### config.mk
export PLATFORM = sky130hd
export DESIGN_NAME = ex_mem_reg_flat
export DESIGN_NICKNAME = d
export VERILOG_FILES = /design/src/rtl/ex_mem_if.sv /design/src/rtl/ex_mem_reg.sv /design/src/flat_wrapper.sv
export SDC_FILE = /design/constraint.sdc
export NUM_CORES = 1
export LEC_CHECK = 0
export BUFFER_PORTS_ARGS = -buffer_cell sky130_fd_sc_hd__buf_2
export CAP_MARGIN = 10
export CORE_MARGIN = 2
export CORE_UTILIZATION = 51
export DETAILED_ROUTE_END_ITERATION = 10
export PLACE_DENSITY = 0.91
export SLEW_MARGIN = 10
export SYNTH_ARGS = -nofsm -noshare
export SYNTH_HDL_FRONTEND = slang
export SYNTH_SLANG_ARGS = --single-unit
### constraint.sdc
create_clock -name clock -period 5.1 [get_ports clock]
set_input_delay 0.51 -clock clock [delete_from_list [all_inputs] [get_ports clock]]
set_output_delay 0.51 -clock clock [all_outputs]
set_load 0.05 [all_outputs]
### src/rtl/ex_mem_if.sv
// ex_mem_if: EX->MEM pipeline register bus.
//   EX side   : ex_valid, alu_result, zero_flag, store_data, branch_target,
//               write_reg, reg_write, mem_read, mem_write, mem_to_reg,
//               branch, branch_ne
//   MEM side  : mem_valid, mem_reg_write, mem_mem_read, mem_mem_write,
//               mem_mem_to_reg, mem_alu_result, mem_store_data,
//               mem_branch_target, mem_write_reg, pc_src,
//               instr_count, taken_count
// The slave modport is the pipeline register itself; master is whoever
// drives EX and observes MEM (the core, or a bench).
interface ex_mem_if;
  logic        ex_valid;
  logic [31:0] alu_result;
  logic        zero_flag;
  logic [31:0] store_data;
  logic [31:0] branch_target;
  logic [4:0]  write_reg;
  logic        reg_write;
  logic        mem_read;
  logic        mem_write;
  logic        mem_to_reg;
  logic        branch;
  logic        branch_ne;

  logic        mem_valid;
  logic        mem_reg_write;
  logic        mem_mem_read;
  logic        mem_mem_write;
  logic        mem_mem_to_reg;
  logic [31:0] mem_alu_result;
  logic [31:0] mem_store_data;
  logic [31:0] mem_branch_target;
  logic [4:0]  mem_write_reg;
  logic        pc_src;
  logic [31:0] instr_count;
  logic [15:0] taken_count;

  modport slave (
    input  ex_valid, alu_result, zero_flag, store_data, branch_target,
           write_reg, reg_write, mem_read, mem_write, mem_to_reg,
           branch, branch_ne,
    output mem_valid, mem_reg_write, mem_mem_read, mem_mem_write,
           mem_mem_to_reg, mem_alu_result, mem_store_data,
           mem_branch_target, mem_write_reg, pc_src,
           instr_count, taken_count
  );

  modport master (
    output ex_valid, alu_result, zero_flag, store_data, branch_target,
           write_reg, reg_write, mem_read, mem_write, mem_to_reg,
           branch, branch_ne,
    input  mem_valid, mem_reg_write, mem_mem_read, mem_mem_write,
           mem_mem_to_reg, mem_alu_result, mem_store_data,
           mem_branch_target, mem_write_reg, pc_src,
           instr_count, taken_count
  );
endinterface

### src/rtl/ex_mem_reg.sv
// ex_mem_reg: EX/MEM pipeline register with branch resolution and
// instruction / taken-branch counters.
//   clock : system clock, rising edge
//   reset : synchronous active-high reset (clears every output)
//   stall : hold all state
//   flush : turn the MEM slot into a bubble (controls cleared, data kept)
//   bus   : ex_mem_if.slave, EX inputs in, registered MEM outputs out
// Edge priority: reset > flush > stall > load. All outputs come straight
// from flops.
module ex_mem_reg (
  input  logic         clock,
  input  logic         reset,
  input  logic         stall,
  input  logic         flush,
  ex_mem_if.slave      bus
);

  logic        valid_q,  valid_d;
  logic        rw_q,     rw_d;
  logic        mr_q,     mr_d;
  logic        mw_q,     mw_d;
  logic        mtr_q,    mtr_d;
  logic        pc_src_q, pc_src_d;
  logic [31:0] alu_q,    alu_d;
  logic [31:0] sd_q,     sd_d;
  logic [31:0] bt_q,     bt_d;
  logic [4:0]  wr_q,     wr_d;
  logic [31:0] instr_count_q, instr_count_d;
  logic [15:0] taken_count_q, taken_count_d;

  logic taken;

  // beq takes on zero, bne on non-zero; bubbles never take.
  assign taken = bus.ex_valid & bus.branch & (bus.zero_flag ^ bus.branch_ne);

  always_comb begin
    valid_d       = valid_q;
    rw_d          = rw_q;
    mr_d          = mr_q;
    mw_d          = mw_q;
    mtr_d         = mtr_q;
    pc_src_d      = pc_src_q;
    alu_d         = alu_q;
    sd_d          = sd_q;
    bt_d          = bt_q;
    wr_d          = wr_q;
    instr_count_d = instr_count_q;
    taken_count_d = taken_count_q;

    if (flush) begin
      // Data fields keep their old contents; only the slot is invalidated.
      valid_d  = 1'b0;
      rw_d     = 1'b0;
      mr_d     = 1'b0;
      mw_d     = 1'b0;
      mtr_d    = 1'b0;
      pc_src_d = 1'b0;
    end else if (!stall) begin
      valid_d  = bus.ex_valid;
      rw_d     = bus.ex_valid & bus.reg_write;
      mr_d     = bus.ex_valid & bus.mem_read;
      mw_d     = bus.ex_valid & bus.mem_write;
      mtr_d    = bus.ex_valid & bus.mem_to_reg;
      pc_src_d = taken;
      alu_d    = bus.alu_result;
      sd_d     = bus.store_data;
      bt_d     = bus.branch_target;
      wr_d     = bus.write_reg;
      if (bus.ex_valid)
        instr_count_d = instr_count_q + 32'd1;
      if (taken && (taken_count_q != 16'hFFFF))
        taken_count_d = taken_count_q + 16'd1;
    end
  end

  always_ff @(posedge clock) begin
    if (reset) begin
      valid_q       <= 1'b0;
      rw_q          <= 1'b0;
      mr_q          <= 1'b0;
      mw_q          <= 1'b0;
      mtr_q         <= 1'b0;
      pc_src_q      <= 1'b0;
      alu_q         <= 32'd0;
      sd_q          <= 32'd0;
      bt_q          <= 32'd0;
      wr_q          <= 5'd0;
      instr_count_q <= 32'd0;
      taken_count_q <= 16'd0;
    end else begin
      valid_q       <= valid_d;
      rw_q          <= rw_d;
      mr_q          <= mr_d;
      mw_q          <= mw_d;
      mtr_q         <= mtr_d;
      pc_src_q      <= pc_src_d;
      alu_q         <= alu_d;
      sd_q          <= sd_d;
      bt_q          <= bt_d;
      wr_q          <= wr_d;
      instr_count_q <= instr_count_d;
      taken_count_q <= taken_count_d;
    end
  end

  assign bus.mem_valid         = valid_q;
  assign bus.mem_reg_write     = rw_q;
  assign bus.mem_mem_read      = mr_q;
  assign bus.mem_mem_write     = mw_q;
  assign bus.mem_mem_to_reg    = mtr_q;
  assign bus.pc_src            = pc_src_q;
  assign bus.mem_alu_result    = alu_q;
  assign bus.mem_store_data    = sd_q;
  assign bus.mem_branch_target = bt_q;
  assign bus.mem_write_reg     = wr_q;
  assign bus.instr_count       = instr_count_q;
  assign bus.taken_count       = taken_count_q;

endmodule

### src/flat_wrapper.sv
// flat-port wrapper written by rule: the top's interface ports become plain ports
module ex_mem_reg_flat 
  (clock, reset, stall, flush, bus_ex_valid, bus_alu_result, bus_zero_flag, bus_store_data, bus_branch_target, bus_write_reg, bus_reg_write, bus_mem_read, bus_mem_write, bus_mem_to_reg, bus_branch, bus_branch_ne, bus_mem_valid, bus_mem_reg_write, bus_mem_mem_read, bus_mem_mem_write, bus_mem_mem_to_reg, bus_mem_alu_result, bus_mem_store_data, bus_mem_branch_target, bus_mem_write_reg, bus_pc_src, bus_instr_count, bus_taken_count);
  ex_mem_if bus_i ();
  input  logic clock;
  input  logic reset;
  input  logic stall;
  input  logic flush;
  input wire logic [$bits(bus_i.ex_valid)-1:0] bus_ex_valid;
  input wire logic [$bits(bus_i.alu_result)-1:0] bus_alu_result;
  input wire logic [$bits(bus_i.zero_flag)-1:0] bus_zero_flag;
  input wire logic [$bits(bus_i.store_data)-1:0] bus_store_data;
  input wire logic [$bits(bus_i.branch_target)-1:0] bus_branch_target;
  input wire logic [$bits(bus_i.write_reg)-1:0] bus_write_reg;
  input wire logic [$bits(bus_i.reg_write)-1:0] bus_reg_write;
  input wire logic [$bits(bus_i.mem_read)-1:0] bus_mem_read;
  input wire logic [$bits(bus_i.mem_write)-1:0] bus_mem_write;
  input wire logic [$bits(bus_i.mem_to_reg)-1:0] bus_mem_to_reg;
  input wire logic [$bits(bus_i.branch)-1:0] bus_branch;
  input wire logic [$bits(bus_i.branch_ne)-1:0] bus_branch_ne;
  output wire logic [$bits(bus_i.mem_valid)-1:0] bus_mem_valid;
  output wire logic [$bits(bus_i.mem_reg_write)-1:0] bus_mem_reg_write;
  output wire logic [$bits(bus_i.mem_mem_read)-1:0] bus_mem_mem_read;
  output wire logic [$bits(bus_i.mem_mem_write)-1:0] bus_mem_mem_write;
  output wire logic [$bits(bus_i.mem_mem_to_reg)-1:0] bus_mem_mem_to_reg;
  output wire logic [$bits(bus_i.mem_alu_result)-1:0] bus_mem_alu_result;
  output wire logic [$bits(bus_i.mem_store_data)-1:0] bus_mem_store_data;
  output wire logic [$bits(bus_i.mem_branch_target)-1:0] bus_mem_branch_target;
  output wire logic [$bits(bus_i.mem_write_reg)-1:0] bus_mem_write_reg;
  output wire logic [$bits(bus_i.pc_src)-1:0] bus_pc_src;
  output wire logic [$bits(bus_i.instr_count)-1:0] bus_instr_count;
  output wire logic [$bits(bus_i.taken_count)-1:0] bus_taken_count;
  assign bus_i.ex_valid = bus_ex_valid;
  assign bus_i.alu_result = bus_alu_result;
  assign bus_i.zero_flag = bus_zero_flag;
  assign bus_i.store_data = bus_store_data;
  assign bus_i.branch_target = bus_branch_target;
  assign bus_i.write_reg = bus_write_reg;
  assign bus_i.reg_write = bus_reg_write;
  assign bus_i.mem_read = bus_mem_read;
  assign bus_i.mem_write = bus_mem_write;
  assign bus_i.mem_to_reg = bus_mem_to_reg;
  assign bus_i.branch = bus_branch;
  assign bus_i.branch_ne = bus_branch_ne;
  assign bus_mem_valid = bus_i.mem_valid;
  assign bus_mem_reg_write = bus_i.mem_reg_write;
  assign bus_mem_mem_read = bus_i.mem_mem_read;
  assign bus_mem_mem_write = bus_i.mem_mem_write;
  assign bus_mem_mem_to_reg = bus_i.mem_mem_to_reg;
  assign bus_mem_alu_result = bus_i.mem_alu_result;
  assign bus_mem_store_data = bus_i.mem_store_data;
  assign bus_mem_branch_target = bus_i.mem_branch_target;
  assign bus_mem_write_reg = bus_i.mem_write_reg;
  assign bus_pc_src = bus_i.pc_src;
  assign bus_instr_count = bus_i.instr_count;
  assign bus_taken_count = bus_i.taken_count;
  ex_mem_reg u_core (.clock(clock), .reset(reset), .stall(stall), .flush(flush), .bus(bus_i));
endmodule
# [Yosys cells after proc, flatten, opt, wreduce, memory -nomap -nowiden]
# Cells that the tools add are included.
# W data, S select, Z words.
[classes] addsub=2 eq_ne=1 n_bitwise=9 reduce_logical=5
[ops] op="$add A32 B1 Y32 const B" n=1
[ops] op="$add A16 B1 Y16 const B" n=1
[ops] op="$ne A16 B16 Y1 const B" n=1
[ops] op="$and A1 B1 Y1" n=6
[ops] op="$reduce_and A3 Y1" n=2
[ops] op="$not A1 Y1" n=2
[ops] op="$reduce_and A2 Y1" n=1
[ops] op="$reduce_or A2 Y1" n=1
[ops] op="$logic_and A1 B1 Y1" n=1
[ops] op="$xor A1 B1 Y1" n=1
[word_totals] regBits=155 input_bits=113 output_inout_bits=155 elab_cells=29

# [Longest topological paths before layout]
# Gate-level depths: netlist (run 1).
[logic_depth] word_depth=4 mapped_depth=8 depth_no_buf=6

# [Least setup slack after synthesis (run 1)]
# OpenSTA, ideal clock, no wires.
[synth_timing] path_kind="reg2reg" from="register u_core.taken_count_q[0], in the netlist u_core.bus.taken_count[0]" to="register u_core.taken_count_q[12], in the netlist u_core.bus.taken_count[12]" setup_ns=0.128 t_arrival_ns=2.173 required_time_ns=4.972 path_slack_ns=2.800 stages_incl_launch_ff=8 n_path_buf=1 period_less_slack_ns=2.300 cell_sequence="dfxtp_1 ha_1 nand4_1 or4_1 clkbuf_1 o2111ai_1 xor2_1 nor2_1"
[synth_via] elab_chain_len=3 elab_cells_between_ends=4 cone_classes="add/sub (1); eq/ne (1); reduce/logical (2)"
[synth_rtl] item="start, declared" line_no="ex_mem_reg.sv:29" text="logic [15:0] taken_count_q, taken_count_d;"
[synth_rtl] item="start signal, assigned" line_no="ex_mem_reg.sv:102" text="taken_count_q <= taken_count_d;"
[synth_rtl] item="parallel branches: the longest is 3 deep, another holds $add A16 B1 Y16"
# Several ways; the timed one is not identified.
# A chain may end at the register's enable or synchronous reset.

# [Final worst setup path (run 1)]
[layout_timing] from="register u_core.taken_count_q[1], in the netlist u_core.bus.taken_count[1]" to="register u_core.taken_count_q[1], in the netlist u_core.bus.taken_count[1]"
# The elaborated chain is that of the path after synthesis.

==> results of run 1 <==
[cell type report]
cell class | instances | area share
sequential | 155 | 0.3888
multi-input combinational | 527 | 0.3362
timing repair buffer | 270 | 0.1706
clock buffer | 20 | 0.05848
tap | 143 | 0.02242
clock inverter | 12 | 0.02117
inverter | 5 | 0.002352
[worst reg2reg max path, delay by kind of cell (launching register included)]
kind	cells	cell delay, ns
AO/OA/AOI/OAI	1	0.36
adder cells (fa/ha/maj)	1	0.29
flip-flops	1	0.43
multiplexers	1	0.22
AND/OR/NAND/NOR	3	0.83
[metal layers]
metal  up-vias  share of wire  track usage
met4         0          0.030       0.1260
met1      2698           0.40       0.2974
met2       259           0.49       0.4225
met3        39          0.081      0.08585
li1       2920              -            -
met5         -              0            0
[synth_stat cells, types with 5 or more instances]
master      n  area share
a21oi_1   106       0.089
nor3_1      8      0.0067
dfxtp_1   155        0.52
nand4_1    17       0.018
nor2_1     57       0.036
inv_1       5      0.0031
xor2_1     22       0.032
and3_1      6      0.0063
xnor2_1    18       0.026
clkbuf_1   40       0.025
and4_1      5      0.0073
nand2_1   221        0.14
nand3_1    20       0.017
[how the worst max path moves through the flow]
stage,to,cells after the start,start
6_report,u_core.bus.taken_count[1],6,u_core.bus.taken_count[1]
5_1_grt,u_core.bus.taken_count[1],6,u_core.bus.taken_count[0]
4_1_cts,u_core.bus.taken_count[1],6,u_core.bus.taken_count[0]
3_5_place_dp,u_core.bus.instr_count[3],7,stall
3_3_place_gp,u_core.bus.instr_count[3],7,stall
2_1_floorplan,u_core.bus.taken_count[12],7,u_core.bus.taken_count[0]
[report_power, final]
part | switching, mW | internal [mW]
registers | 0.0188 | 1.25
logic | 0.235 | 0.0840
clock network | 0.487 | 0.854
[kinds of logic after synthesis]
group           after synthesis  synth area share
compound gates              121            0.1058
xor+xnor                     40           0.05854
fa+ha+maj                     2          0.004181
buf+inv                      51           0.03492
flops                       155            0.5185
mux                           1          0.001673
simple gates                363            0.2764
[metrics by stage]
step,hold slack (ns),instances
floorplan,0.6460,733
global placement,0.4379,1100
detailed placement,0.4430,1100
CTS,0.3127,1132
global route,0.3173,1132
finish,0.3233,1132
==> results.py, run 1 <==
metrics = {
    "run_status": {
        "status": "completed",
    },
    "clock_network": {
        "clk_latency_ns": 0.42,
        "tritoncts": "done",
        "ctsResizeCount": 0,
        "clock-sinks": 155,
        "clock_path_buffers": 2,
        "ctsHoldBuffers": 0,
        "h-tree-depth": 4,
        "clk_pin_slew_worst_paths_ns": 0.06,
        "cts_inserted_buffers": 17,
        "post-cts-setup-buffers": 0,
        "cts-root-buf": "clkbuf_16",
    },
    "routing": {
        "antenna_left": 0,
        "drt_wl_total_um": 16210,
        "route.vias.total": 5916,
        "drc": 0,
        "via_per_inst": 5.226,
        "routedWlPerCell_um": 14.32,
        "first_pass_iters": 5,
        "initialDrtViolationCount": 458,
    },
    "logic_synthesis": {
        "syn_inst": 733,
        "synth_edf_count": 0,
        "syn_avg_cell_area_um2": 8.164,
        "synth_ff_type": "dfxtp_1",
        "synthArstFlopShare": 0,
        "syn_area_um2": 5984,
        "synth_seq_cells": 155,
        "ys_seq_area_frac": 0.5185,
        "synth.distinct_cells": 39,
        "yosysWarnings": 0,
        "synth_fp_nets": 848,
    },
    "critical_path": {
        "r2r_slack_ns": 2.81,
        "worstPathMaxFanout": 11,
        "cp_data_required_time_ns": 5.36,
        "rr_startpoint": "u_core.bus.taken_count[1]",
        "r2r-end": "u_core.bus.taken_count[1]",
        "crit_arrival_ns": 2.55,
        "critPathTopFamily": "simple AND/OR/NAND/NOR gates",
        "path_cells": "ha_1, nand4_1, or4_1, o21ai_1, mux2i_1, nor2_1",
        "critical_path_class": "reg2reg",
        "crit_path_max_incr_delay_ns": 0.63,
        "rr_worst_depth": 6,
        "end_kind": "register",
        "cpMaxStageDelayCell": "or4_1",
        "worst_setup_path_start_kind": "register",
        "crit_buf_inv": 0,
    },
    "worst_hold_path": {
        "whs_endpoint": "u_core.bus.mem_store_data[14]",
        "hold_depth": 3,
        "hold_start": "bus_store_data[14]",
        "min_path_type": "in2reg",
    },
    "pwr": {
        "power_density_nw_per_um2": 367.0,
        "p_leak_nw": 3.636,
        "vdd_drop_max_v": 0.0002870,
        "p_total_mw": 2.928,
    },
    "die": {
        "io_pins": 268,
        "coreArea_um2": 11420,
        "die_y_um": 112.3,
        "start_util": 0.5241,
        "die_area_um2": 12620,
        "fp.dieW_um": 112.3,
        "row_count": 39,
    },
    "sta": {
        "finalHoldViolCount": 0,
        "setup_viol_count_final": 0,
        "slew-limit-headroom": 0.3141,
        "finalCritPeriodShare": 0.4485,
        "fin_crit_ns": 2.288,
        "setup_slack_ns": 2.812,
        "tightest_slew_ns": 1.029,
        "fin_setup_tns_ns": 0,
        "slew_viol_final": 0,
        "timing.fmax_ghz": 0.4372,
        "fin_skew_ns": 0.008985,
        "rsz0062_at_grt": "false",
    },
    "flow_run": {
        "cap_viol_max_count": 0,
    },
    "place": {
        "place.gp.congestion": 0.8286,
        "port-buffer-count": 267,
        "hpwl_um": 11310,
        "placed_cell_area_um2": 7345,
        "pre_cts_ws_ns": 2.704,
    },
    "layout": {
        "final_cell_mix": "266 x buf_2, 221 x nand2_1, 155 x dfxtp_1, 106 x a21oi_1, 56 x nor2_1",
        "drive_gt1_frac": 0.3185,
        "final_common_cell": "buf_2",
        "fill_cells": 892,
        "design_area_um2": 7980,
        "multi_input_area_um2": 2683,
        "antenna-diode-count": 0,
        "fin_util": 0.6989,
        "regArea_um2": 3103,
        "area_delta_synth_final_pct": 33.35,
        "num-nets-final": 1091,
    },
    "global_route": {
        "grt_pass1_wl_um": 26210,
        "antenna_found_initial": 0,
        "grt_max_degree": 105,
        "overflow": 0,
        "grt_util_all_layers": 0.2554,
        "grt_pass1_vias": 5556,
    },
}
(Power assumes the default switching activity.)
==> run 2: changes to the inputs <==
Settings changed: CORE_UTILIZATION 51 to 42, PLACE_DENSITY 0.91 to 0.8.
Clock period 5.1 ns to 1.9 ns, I/O delays scaled along.
==> results.py, run 2 (synthesized netlist as in run 1, its figures left out) <==
metrics = {
    "critical_path": {
        "path_cells": "ha_4, inv_2, or4_4, nor4_2, xnor2_1, nor2_1",
        "worstPathMaxFanout": 9,
        "crit_arrival_ns": 2.14,
        "end_kind": "register",
        "cpMaxStageDelayCell": "or4_4",
        "cp_data_required_time_ns": 2.18,
        "critical_path_class": "reg2reg",
        "worst_setup_path_start_kind": "register",
        "crit_path_max_incr_delay_ns": 0.60,
    },
    "sta": {
        "finalHoldViolCount": 0,
        "setup_slack_ns": 0.04412,
        "fin_skew_ns": 0.007324,
        "holdWs_ns": 0.009366,
        "fin_setup_tns_ns": 0,
        "fin_crit_ns": 1.856,
        "rsz0062_at_grt": "true",
        "slew_viol_final": 0,
        "timing.fmax_ghz": 0.5388,
        "finalCritPeriodShare": 0.9768,
        "tightest_slew_ns": 0.5646,
        "setup_viol_count_final": 0,
        "slew-limit-headroom": 0.6236,
    },
    "routing": {
        "drc": 0,
        "initialDrtViolationCount": 417,
        "route.vias.total": 6270,
        "via_per_inst": 5.044,
        "antenna_left": 0,
        "drt_wl_total_um": 18260,
        "routedWlPerCell_um": 14.69,
        "first_pass_iters": 5,
    },
    "clock_network": {
        "clk_pin_slew_worst_paths_ns": 0.06,
        "clock_path_buffers": 2,
        "clock-sinks": 155,
        "clk_latency_ns": 0.41,
        "h-tree-depth": 4,
        "tritoncts": "done",
        "post-cts-setup-buffers": 0,
        "cts_inserted_buffers": 17,
        "cts-root-buf": "clkbuf_16",
    },
    "place": {
        "hpwl_um": 11740,
        "pre_cts_ws_ns": 0.05832,
        "place.gp.congestion": 0.8537,
        "port-buffer-count": 267,
        "placed_cell_area_um2": 7669,
        "post-place-cells": 1157,
    },
    "global_route": {
        "grt_max_degree": 105,
        "grt_util_all_layers": 0.2338,
        "grt_pass1_wl_um": 28120,
        "antenna_found_initial": 1,
        "grt_pass1_vias": 5841,
        "overflow": 0,
    },
    "pwr": {
        "p_leak_nw": 3.987,
        "vdd_drop_max_v": 0.0005694,
        "power_density_nw_per_um2": 894.5,
        "p_total_mw": 7.903,
    },
    "layout": {
        "final_cells": 1243,
        "drive_gt1_frac": 0.3418,
        "fin_util": 0.6366,
        "design_area_um2": 8836,
        "num-nets-final": 1164,
        "area_delta_synth_final_pct": 47.65,
        "final_common_cell": "buf_2",
        "final_cell_mix": "266 x buf_2, 221 x nand2_1, 129 x dfxtp_1, 106 x a21oi_1, 56 x nor2_1",
    },
    "flow_run": {
        "cap_viol_max_count": 0,
    },
    "die": {
        "fp.dieW_um": 123.4,
        "start_util": 0.4311,
        "coreArea_um2": 13880,
        "row_count": 43,
        "io_pins": 268,
        "die_y_um": 123.4,
        "die_area_um2": 15220,
    },
    "worst_hold_path": {
        "min_path_type": "in2reg",
    },
    "run_status": {
        "status": "completed",
    },
}
run 2: cell count changes in the layout (fill, tap and decap cells not counted), sizes merged:
| cell | before | now |
|---|---|---|
| diode | 0 | 1 |
| clkinv | 6 | 2 |
| dlygate4sd3 | 0 | 53 |
| clkinvlp | 2 | 1 |
| clkbuf | 20 | 25 |
| inv | 5 | 7 |
| bufinv | 4 | 2 |
| buf | 270 | 290 |
run 2: per-layer routing:
layer	up-vias	part of all wire	global-route usage
met1	2891	0.40	0.2837
met3	32	0.087	0.07518
met4	0	0.020	0.08736
met2	269	0.49	0.3863
li1	3078	-	-
met5	-	0	0
run 2: what timing repair did:
item	CTS	global route
resized for setup	0	2
setup endpoints to repair	0	11
hold buffers	53	0
endpoints found under the hold margin	53	0
run 2: cell type report:
cell class | instances | area (um2)
diodes | 1 | 2.502
clock buffers | 25 | 528.0
clock inverters | 7 | 98.84
fillers | 1158 | 5045
inverters | 5 | 18.77
multi-input cells | 527 | 2715
flip-flops and latches | 155 | 3156
well taps | 180 | 225.2
repair buffers | 343 | 2092
run 2: where the power goes:
group          internal (mW)  switching [mW]
Clock                   2.21            1.32
Combinational          0.314           0.663
Sequential              3.34          0.0526
Total                   5.87            2.04
run 2: final timing paths:
| check | startpoint | to | slack (ns) | cells past startpoint |
|---|---|---|---|---|
| worst min-delay path | bus_branch_target[4] | u_core.bus.mem_branch_target[4] | 0.009 | 3 |
| worst max register to register | u_core.bus.instr_count[1] | u_core.bus.instr_count[26] | 0.04 | 6 |
| worst min register to register | u_core.bus.mem_alu_result[18] | u_core.bus.mem_alu_result[18] | 0.45 | 2 |
| worst max-delay path | u_core.bus.instr_count[1] | u_core.bus.instr_count[26] | 0.04 | 6 |
run 2: worst max-delay path, delay by kind of cell (launching register included):
family / cells / cell delay [ns]
AND/OR/NAND/NOR: 3 / 0.99
XOR/XNOR: 1 / 0.16
adder cells (fa/ha/maj): 1 / 0.15
flip-flops: 1 / 0.38
buffers and inverters: 1 / 0.05
==> run 3: changes to the inputs <==
--- a/config.mk
+++ b/config.mk
@@ -13,2 +13,3 @@
 export PLACE_DENSITY = 0.8
+export RECOVER_POWER = 50
 export SLEW_MARGIN = 10
--- a/constraint.sdc
+++ b/constraint.sdc
@@ -3,2 +3,2 @@
 set_output_delay 0.19 -clock clock [all_outputs]
-set_load 0.05 [all_outputs]
+set_load 0.005 [all_outputs]
==> results.py, run 3 (synthesized netlist as in run 1, its figures left out) <==
metrics = {
    "run_status": {
        "status": "completed",
    },
    "layout": {
        "fill_cells": 1075,
        "final_cell_mix": "266 x buf_2, 221 x nand2_1, 149 x dfxtp_1, 106 x a21oi_1, 78 x dlygate4sd3_1",
        "antenna-diode-count": 0,
        "num-nets-final": 1201,
        "fin_util": 0.6522,
        "final_common_cell": "buf_2",
        "drive_gt1_frac": 0.3233,
        "area_delta_synth_final_pct": 51.29,
        "design_area_um2": 9054,
    },
    "sta": {
        "tightest_slew_ns": 1.190,
        "fin_crit_ns": 1.838,
        "setup_viol_count_final": 0,
        "rsz0062_at_grt": "true",
        "finalHoldViolCount": 0,
        "slew-limit-headroom": 0.2069,
        "fin_skew_ns": 0.007390,
        "slew_viol_final": 0,
        "timing.fmax_ghz": 0.5440,
        "finalCritPeriodShare": 0.9675,
        "holdWs_ns": 0.01682,
    },
    "routing": {
        "wl_met3_um": 1555,
        "top_layer_used": "met4",
        "via_per_inst": 5.046,
        "wl_met2_um": 9517,
        "first_pass_iters": 4,
        "drc": 0,
        "initialDrtViolationCount": 463,
        "route.vias.total": 6449,
        "wirelength_met1_um": 7610,
        "drt_wl_total_um": 19080,
        "routedWlPerCell_um": 14.93,
        "antenna_left": 0,
    },
    "pwr": {
        "p_total_mw": 7.386,
        "p_leak_nw": 4.123,
        "power_density_nw_per_um2": 815.8,
        "vdd_drop_max_v": 0.0006662,
    },
    "worst_hold_path": {
        "hold_start": "bus_alu_result[28]",
        "min_path_type": "in2reg",
    },
    "critical_path": {
        "r2r_slack_ns": 0.06,
        "cp-startpoint": "u_core.bus.instr_count[0]",
        "crit_arrival_ns": 2.12,
        "rr_startpoint": "u_core.bus.instr_count[0]",
        "cp_data_required_time_ns": 2.18,
        "critical_path_class": "reg2reg",
        "worst_setup_path_start_kind": "register",
        "worstPathMaxFanout": 9,
        "end_kind": "register",
    },
    "clock_network": {
        "clk_pin_slew_worst_paths_ns": 0.06,
        "h-tree-depth": 4,
        "clock-sinks": 155,
        "clock_path_buffers": 2,
        "cts-root-buf": "clkbuf_16",
        "clk_latency_ns": 0.42,
        "cts_inserted_buffers": 17,
        "tritoncts": "done",
    },
    "global_route": {
        "grt_pass1_vias": 6025,
        "grt_util_all_layers": 0.2413,
        "overflow": 0,
        "antenna_found_initial": 0,
        "grt_max_degree": 105,
        "grt_pass1_wl_um": 29010,
    },
    "flow_run": {
        "cap_viol_max_count": 0,
    },
    "place": {
        "port-buffer-count": 267,
        "place.gp.congestion": 0.8464,
        "hpwl_um": 11790,
        "placed_cell_area_um2": 7669,
    },
    "die": {
        "start_util": 0.4311,
        "row_count": 43,
        "coreArea_um2": 13880,
        "io_pins": 268,
        "fp.dieW_um": 123.4,
        "die_area_um2": 15220,
        "die_y_um": 123.4,
    },
}
run 3: changes by cell type in the layout (fill, tap and decap cells not counted), sizes merged:
cell         delta
clkinvlp        +3
clkbuf          -4
clkinv          +4
dlygate4sd3    +25
inv             -2
diode           -1
buf            +10
run 3: per-layer routing:
metal / vias to the layer above / track usage
met2: 297 / 0.4049
met3: 42 / 0.07196
met5: - / 0
met4: 0 / 0.08736
li1: 3142 / -
met1: 2968 / 0.2923
run 3: final cells by class:
| class | instances | area [um2] | share of cell area |
|---|---|---|---|
| clock inverters | 12 | 123.9 | 0.01368 |
| well taps | 180 | 225.2 | 0.02488 |
| repair buffers | 380 | 2411 | 0.2663 |
| clock buffers | 19 | 452.9 | 0.05003 |
| inverters | 5 | 18.77 | 0.002073 |
| flip-flops and latches | 155 | 3110 | 0.3436 |
| multi-input cells | 527 | 2711 | 0.2995 |
run 3: power breakdown:
group | internal (mW) | switching [mW]
Clock | 1.98 | 1.33
Combinational | 0.338 | 0.333
Sequential | 3.35 | 0.0504
run 3: repair_timing:
action	4_1_cts	5_1_grt
resized for setup	1	9
endpoints found under the hold margin	78	0
setup buffers	0	2
endpoints found under the setup margin	2	13
hold buffers	78	0
pin swaps	0	4
run 3: critical path, stage by stage, from the launching register on:
cell     delay, ns
dfxtp_2       0.33
ha_1          0.16
inv_1         0.09
or4_4         0.62
nor4_2        0.31
xnor2_1       0.15
nor2_1        0.05
run 3: final timing paths:
kind	end	cells past startpoint
setup / recovery	u_core.bus.instr_count[26]	6
hold / removal	u_core.bus.mem_alu_result[28]	3
setup reg to reg	u_core.bus.instr_count[26]	6
hold reg to reg	u_core.bus.mem_store_data[25]	2
run 3: per-stage QoR:
| step | setup TNS, ns | instances | setup slack [ns] |
|---|---|---|---|
| 4_1_cts | 0 | 1276 | 0.02520 |
| 3_5_place_dp | 0 | 1167 | 0.02241 |
| 5_1_grt | -0.09461 | 1278 | -0.02626 |
| 3_3_place_gp | 0 | 1167 | 0.08466 |
| 6_report | 0 | 1278 | 0.06177 |
| 2_1_floorplan | 0 | 733 | 0.02114 |
